--- src/rtl/mesh_edge_loopback.sv ---
// mesh_edge_loopback
//
// Terminates one dangling north/south link on a mesh row edge. Packets the
// edge router sends outward are absorbed into a small FIFO. With loopback
// enabled they are re-injected into the same router. A head packet is only
// offered while its VC bit (MSB) matches an internal polarity bit that flips
// every cycle. Without loopback the FIFO drains itself one entry per cycle
// and the block is a pure counting sink.
//
// Optional feature macro: EDGE_LOOPBACK_EN
//   defined   : loopback transmit path toward the router is live
//   undefined : tx_s/tx_d tied to 0, tx_r ignored, FIFO drains internally
//
// Handshake (both directions): a transfer happens at a rising clk edge where
// the strobe (rx_s / tx_s) and the ready (rx_r / tx_r) are both high. The
// sender holds its packet until it is taken. rx_r, tx_s and tx_d are derived
// from registered state only, so no input reaches an output combinationally.
//
// Ports:
//   clk           in   clock, rising edge
//   reset         in   asynchronous active-high reset
//   rx_s          in   send strobe from router (snso)
//   rx_d          in   packet from router (sndo)
//   rx_r          out  ready to router (snro)
//   tx_s          out  send strobe to router (nssi)
//   tx_d          out  packet to router (nsdi), 0 when tx_s is low
//   tx_r          in   router ready (nsri)
//   polarity_out  out  internal VC polarity
//   rx_count      out  packets accepted (wraps)
//   tx_count      out  packets sent or drained (wraps)
//   occupancy     out  current FIFO fill level

module mesh_edge_loopback #(
    parameter int PACKET_WIDTH = 64,
    parameter int DEPTH        = 4,
    parameter int CNT_WIDTH    = 16
) (
    input  logic                       clk,
    input  logic                       reset,
    input  logic                       rx_s,
    input  logic [PACKET_WIDTH-1:0]    rx_d,
    output logic                       rx_r,
    output logic                       tx_s,
    output logic [PACKET_WIDTH-1:0]    tx_d,
    input  logic                       tx_r,
    output logic                       polarity_out,
    output logic [CNT_WIDTH-1:0]       rx_count,
    output logic [CNT_WIDTH-1:0]       tx_count,
    output logic [$clog2(DEPTH):0]     occupancy
);

    localparam int AW = $clog2(DEPTH);
    localparam logic [AW:0] FULL_LEVEL = (AW + 1)'(DEPTH);

    logic [PACKET_WIDTH-1:0] mem [DEPTH];
    logic [AW-1:0]           rd_ptr;
    logic [AW-1:0]           wr_ptr;
    logic [AW:0]             occ;
    logic                    pol;
    logic [CNT_WIDTH-1:0]    rx_cnt;
    logic [CNT_WIDTH-1:0]    tx_cnt;

    logic                    empty;
    logic [PACKET_WIDTH-1:0] head;
    logic                    push;
    logic                    pop;

    assign empty = (occ == '0);
    assign head  = mem[rd_ptr];

    // Ready looks only at the registered fill level: a pop in the same cycle
    // does not open the slot until the next cycle.
    assign rx_r = (occ != FULL_LEVEL);
    assign push = rx_s && rx_r;

`ifdef EDGE_LOOPBACK_EN
    // A head whose VC bit disagrees with pol waits for the next flip; packets
    // behind it are never allowed to overtake.
    assign tx_s = !empty && (head[PACKET_WIDTH-1] == pol);
    assign tx_d = tx_s ? head : '0;
    assign pop  = tx_s && tx_r;
`else
    logic unused_tx_path;

    assign tx_s = 1'b0;
    assign tx_d = '0;
    // Counting sink: drop the oldest entry every cycle something is stored.
    assign pop  = !empty;
    assign unused_tx_path = tx_r ^ (^head);
`endif

    // Storage is deliberately not reset; only the pointers are.
    always_ff @(posedge clk) begin
        if (push) begin
            mem[wr_ptr] <= rx_d;
        end
    end

    always_ff @(posedge clk or posedge reset) begin
        if (reset) begin
            rd_ptr <= '0;
            wr_ptr <= '0;
            occ    <= '0;
            pol    <= 1'b0;
            rx_cnt <= '0;
            tx_cnt <= '0;
        end else begin
            pol <= ~pol;

            if (push) begin
                wr_ptr <= wr_ptr + 1'b1;
                rx_cnt <= rx_cnt + 1'b1;
            end

            if (pop) begin
                rd_ptr <= rd_ptr + 1'b1;
                tx_cnt <= tx_cnt + 1'b1;
            end

            // Separate up/down level so full and empty need no pointer compare.
            case ({push, pop})
                2'b10:   occ <= occ + 1'b1;
                2'b01:   occ <= occ - 1'b1;
                default: occ <= occ;
            endcase
        end
    end

    assign polarity_out = pol;
    assign rx_count     = rx_cnt;
    assign tx_count     = tx_cnt;
    assign occupancy    = occ;

endmodule

--- config.mk ---
export PLATFORM = sky130hd
export DESIGN_NAME = mesh_edge_loopback
export DESIGN_NICKNAME = d
export VERILOG_FILES = /design/src/rtl/mesh_edge_loopback.sv
export SDC_FILE = /design/constraint.sdc
export NUM_CORES = 1
export LEC_CHECK = 0
export BUFFER_PORTS_ARGS = -buffer_cell sky130_fd_sc_hd__buf_2
export CAP_MARGIN = 30
export CORE_MARGIN = 2
export CORE_UTILIZATION = 40
export DETAILED_ROUTE_END_ITERATION = 10
export HOLD_SLACK_MARGIN = 0.15
export PLACE_DENSITY = 0.82
export RECOVER_POWER = 100
export SLEW_MARGIN = 25
export SYNTH_ARGS = -nofsm -noshare
export SYNTH_HDL_FRONTEND = slang
export SYNTH_SLANG_ARGS = --single-unit
--- constraint.sdc ---
create_clock -name clk -period 1.8 [get_ports clk]
set_input_delay 0.27 -clock clk [delete_from_list [all_inputs] [get_ports clk]]
set_output_delay 0.27 -clock clk [all_outputs]
set_load 0.1 [all_outputs]
# After elaboration in Yosys (flattened, before gate mapping)
# Index checks and enable logic that the tools add are counted.
# Widths: inputs -> output; s select.
[totals]
reg_bits = 36
input_bits = 68
out_inout_bits = 102
elab_cells = 17
[classes]
n_addsub = 4
eq_ne = 3
muxes = 1
n_bitwise = 1
reduce_logical = 4
[ops]
columns = ["cell", "n"]
rows = [
  ["$add 16x1->16 const B", 2],
  ["$pmux 3 s2", 1],
  ["$add 3x1->3 const B", 1],
  ["$logic_not 3->1", 1],
  ["$ne 3x3->1 const B", 1],
  ["$sub 3x1->3 const B", 1],
  ["$eq 2x1->1 const B", 1],
  ["$eq 2x2->1 const B", 1],
  ["$reduce_bool 2->1", 1],
  ["$logic_and 1x1->1", 1],
  ["$logic_not 1->1", 1],
  ["$not 1->1", 1],
]

# Longest topological paths before layout
[depth]
word_depth = 4
ltp_mapped = 8

# Least setup slack after synthesis
# OpenSTA, ideal clock, no wires.
[synth_path]
path_type = "register to register"
from = "reg occ[0], in the netlist occupancy[0]"
to = "reg rx_cnt[6], in the netlist rx_count[6]"
arrival_time_ns = 2.411
required_ns = 1.638
path_slack_ns = -0.773
path_stages_with_launch = 7
period_less_slack_ns = 2.573
cell_sequence = "dfrtp_1 -> buf_2 -> nor3b_4 -> inv_1 -> nand3_1 -> nor2_1 -> xor2_1"
[synth_between]
elab_chain_cells = 2
[synth_rtl]
columns = ["element", "line_no", "rtl"]
rows = [
  ["start: declaration", "58", "logic [AW:0] occ;"],
  ["start signal: assignment", "122", "2'b10: occ <= occ + 1'b1;"],
  ["start signal: assignment", "123", "2'b01: occ <= occ - 1'b1;"],
  ["$ne 3x3->1", "73", "assign rx_r = (occ != FULL_LEVEL);"],
  ["via rx_r", "42", "output logic rx_r,"],
  ["$logic_and 1x1->1", "74", "assign push = rx_s && rx_r;"],
  ["end signal: assignment", "112", "rx_cnt <= rx_cnt + 1'b1;"],
  ["end: declaration", "60", "logic [CNT_WIDTH-1:0] rx_cnt;"],
]
# The timed path passes the listed nets, and every way through them passes these cells.
# A chain may end at the register's enable or synchronous reset.

# Worst setup path in the final report
[layout_path]
from = "reg occ[0], in the netlist occupancy[0]"
to = "out rx_r"
[layout_between]
elab_chain_cells = 1
[layout_rtl]
columns = ["element", "line_no"]
rows = [
  ["$ne 3x3->1", "73"],
  ["end: declaration", "42"],
]
# Every way passes these cells.

==> results_dict.tcl <==
set metrics [dict create \
    status "finished clean" \
    antenna_found_initial 0 \
    dp_hpwl_mm 2.71 \
    drive_gt1_share_pct 32.8 \
    drtAntennaViolNets 0 \
    drv_slew 0 \
    cts_buffers 5 \
    clkTransAtPathRegs_ns 0.08 \
    skew_ns 0.0166 \
    core_area_um2 5140 \
    setup_viol 0 \
    ys_top_cells_by_area "dfrtp_1 42%, buf_4 23%, xnor2_1 7.8%, xor2_1 4.5%, nand2_1 3.5%" \
    dr.pass1.iters 4 \
    cts_num_sinks 36 \
    yosysSeqAreaShare_pct 42.1 \
    crit_required_ns 1.53 \
    grt_first_pass_wirelength_mm 5.94 \
    nNetsFinal 338 \
    antenna_cells 0 \
    clock_path_buffers 2 \
    wire_per_inst_um 10.6 \
    clk_latency_ns 0.29 \
    die_area_um2 5950 \
    grt_pass1_vias 1290 \
    async_flop_share_pct 100 \
    syn_inst 216 \
    arrival_ns 1.47 \
    max_freq_ghz 0.574 \
    viasPerCell 4.17 \
    cp-end-kind "primary output" \
    synth-edff-count 0 \
    synth.cells.most_frequent "65 x buf_4, 36 x dfrtp_1, 20 x nand2_1, 19 x xnor2_1, 12 x nor2_1" \
    dp_cells 326 \
    place_congestion 0.749 \
    yosys_warnings 0 \
    post-route-drc-count 0 \
    final_util_pct 47.2 \
    cts-root-buf "clkbuf_8" \
    hold_class "in2reg" \
    final_cells 338 \
    critical_path_class "reg2out" \
    die_w_um 77.1 \
    cp-start-kind "flop" \
    areaGrowthSynthToFinish_pct 13.3 \
    synth_area_um2 2140 \
    chipHeight_um 77.1 \
    slew_headroom_pct 41.1 \
    synth_most_common_cell "buf_4" \
    layout_min_cycle_time_ns 1.74 \
    cts_htree_levels 2 \
    post-route-period-util_pct 96.8 \
    irDropWorstVdd_uv 1120 \
    worst_pin_slew_ns 0.884 \
    ys.flop_type "dfrtp_1" \
    ys_ff_latch 36 \
    first_iter_violations 23 \
    cts_tree "yes" \
    grt_max_degree 37 \
    power.density_nw_per_um2 2020 \
    pin_count 170 \
    max-cap-violations 0 \
    wl_mm 3.58 \
    io_buffers 39 \
    p_leak_nw 1.27 \
    rsz0062_at_grt "true" \
    ys_types 30 \
    dr_total_vias 1409 \
    finalHoldViolations 0 \
    synth_area_per_cell_um2 9.90 \
    worstPathMaxFanout 4 \
    netlist.area_leader.share_pct 42.1 \
    grtUsageTotal_pct 12.7 \
    grt-ovfl-total 0 \
    initial_core_util_pct 41.6 \
    yosysTopAreaCell "dfrtp_1" \
    core.rowCount 26 \
]
-- cells by family (layout without fill, tap and decap cells) --
| family | count (synthesis) | in the layout | synth area share [%] |
|---|---|---|---|
| compound gates | 8 | 8 | 2.34 |
| xor+xnor | 30 | 30 | 12.3 |
| fa+ha+maj | 3 | 3 | 2.11 |
| buf+inv | 75 | 63 | 25.1 |
| flops | 36 | 36 | 42.1 |
| mux | 1 | 1 | 0.527 |
| other cells | 1 | 65 | 0.175 |
| simple gates | 62 | 62 | 15.3 |
-- timing repair --
action | in CTS | in global routing
hold buffers | 1 | 0
buffers inserted | 2 | 1
endpoints found under the setup margin | 1 | 2
gates resized for setup | 2 | 4
hold endpoints to repair | 36 | 0
-- per-layer routing --
| layer | wire length [um] | vias up | share of wire, % | GRT usage (%) |
|---|---|---|---|---|
| li1 | - | 668 | - | - |
| met1 | 1420 | 668 | 40 | 14.9 |
| met2 | 1780 | 67 | 50 | 21.1 |
| met3 | 315 | 6 | 8.8 | 4.00 |
| met4 | 56 | 0 | 1.6 | 5.71 |
| met5 | 0 | - | 0 | 0 |
-- final cells by class --
| class | count | area (um2) |
|---|---|---|
| multi-input combinational | 169 | 970 |
| tap | 70 | 87.6 |
| fill | 512 | 2720 |
| inverter | 5 | 22.5 |
| sequential | 36 | 942 |
| timing repair buffer | 50 | 302 |
| clock buffer | 8 | 100 |
-- flip-flops by register name, summed over array words and instances (netlist names) --
| register | count |
|---|---|
| tx_count | 16 |
| polarity_out | 1 |
| rx_count | 16 |
| occupancy | 3 |
-- critical path: stages, from the launching register on --
cell        delay [ns]
dfrtp_4           0.51
nor3b_4           0.22
buf_6             0.14
clkinvlp_4        0.11
buf_8             0.19
-- cells in the final DEF (no fill, tap or decap), types with 2 or more instances in the layout --
| cell type | synthesis | routed |
|---|---|---|
| nor4b_1 | 2 | 2 |
| dfrtp_1 | 36 | 13 |
| xor2_1 | 11 | 11 |
| buf_2 | 3 | 38 |
| clkbuf_8 | 0 | 7 |
| inv_1 | 5 | 4 |
| xnor2_1 | 19 | 19 |
| clkbuf_2 | 0 | 2 |
| and3_1 | 4 | 4 |
| nand3_1 | 8 | 7 |
| dfrtp_2 | 0 | 18 |
| nor2_1 | 12 | 10 |
| nand2_1 | 20 | 19 |
| buf_4 | 65 | 6 |
| nor2_4 | 0 | 2 |
| a21oi_1 | 4 | 4 |
| conb_1 | 1 | 65 |
| nand4_1 | 6 | 6 |
| ha_1 | 2 | 2 |
| nor3_1 | 4 | 4 |
| dfrtp_4 | 0 | 5 |
-- final timing paths --
path,from,endpoint,slack (ns),depth (start not counted)
max in group asynchronous,reset,occupancy[2],0.36,4
worst max-delay path,occupancy[0],rx_r,0.06,4
worst min-delay path,rx_s,rx_count[3],0.41,5
worst min register to register,polarity_out,polarity_out,0.42,1
min in group asynchronous,reset,rx_count[1],0.78,4
worst max register to register,occupancy[2],rx_count[15],0.08,5
-- power by group --
group / switching, mW / internal [mW] / total [mW]
Sequential: 0.236 / 1.06 / 1.30
Combinational: 2.43 / 0.521 / 2.95
Clock: 0.281 / 0.349 / 0.631
-- per-stage QoR --
| stage | setup TNS (ns) | hold WS, ns | setup slack (ns) | instance area (um2) | total power, mW |
|---|---|---|---|---|---|
| floorplan | -2.90 | 0.436 | -0.442 | 2470 | 3.97 |
| detailed placement | 0 | 0.404 | 0.0892 | 2270 | 4.19 |
| finish | 0 | 0.410 | 0.0569 | 2420 | 4.88 |
| global route | -0.0253 | 0.419 | -0.0253 | 2420 | 5.10 |
| global placement | 0 | 0.398 | 0.120 | 2270 | 4.14 |
| CTS | 0 | 0.401 | 0.00579 | 2410 | 4.89 |
No activity file was read; power rests on OpenSTA's default activity.
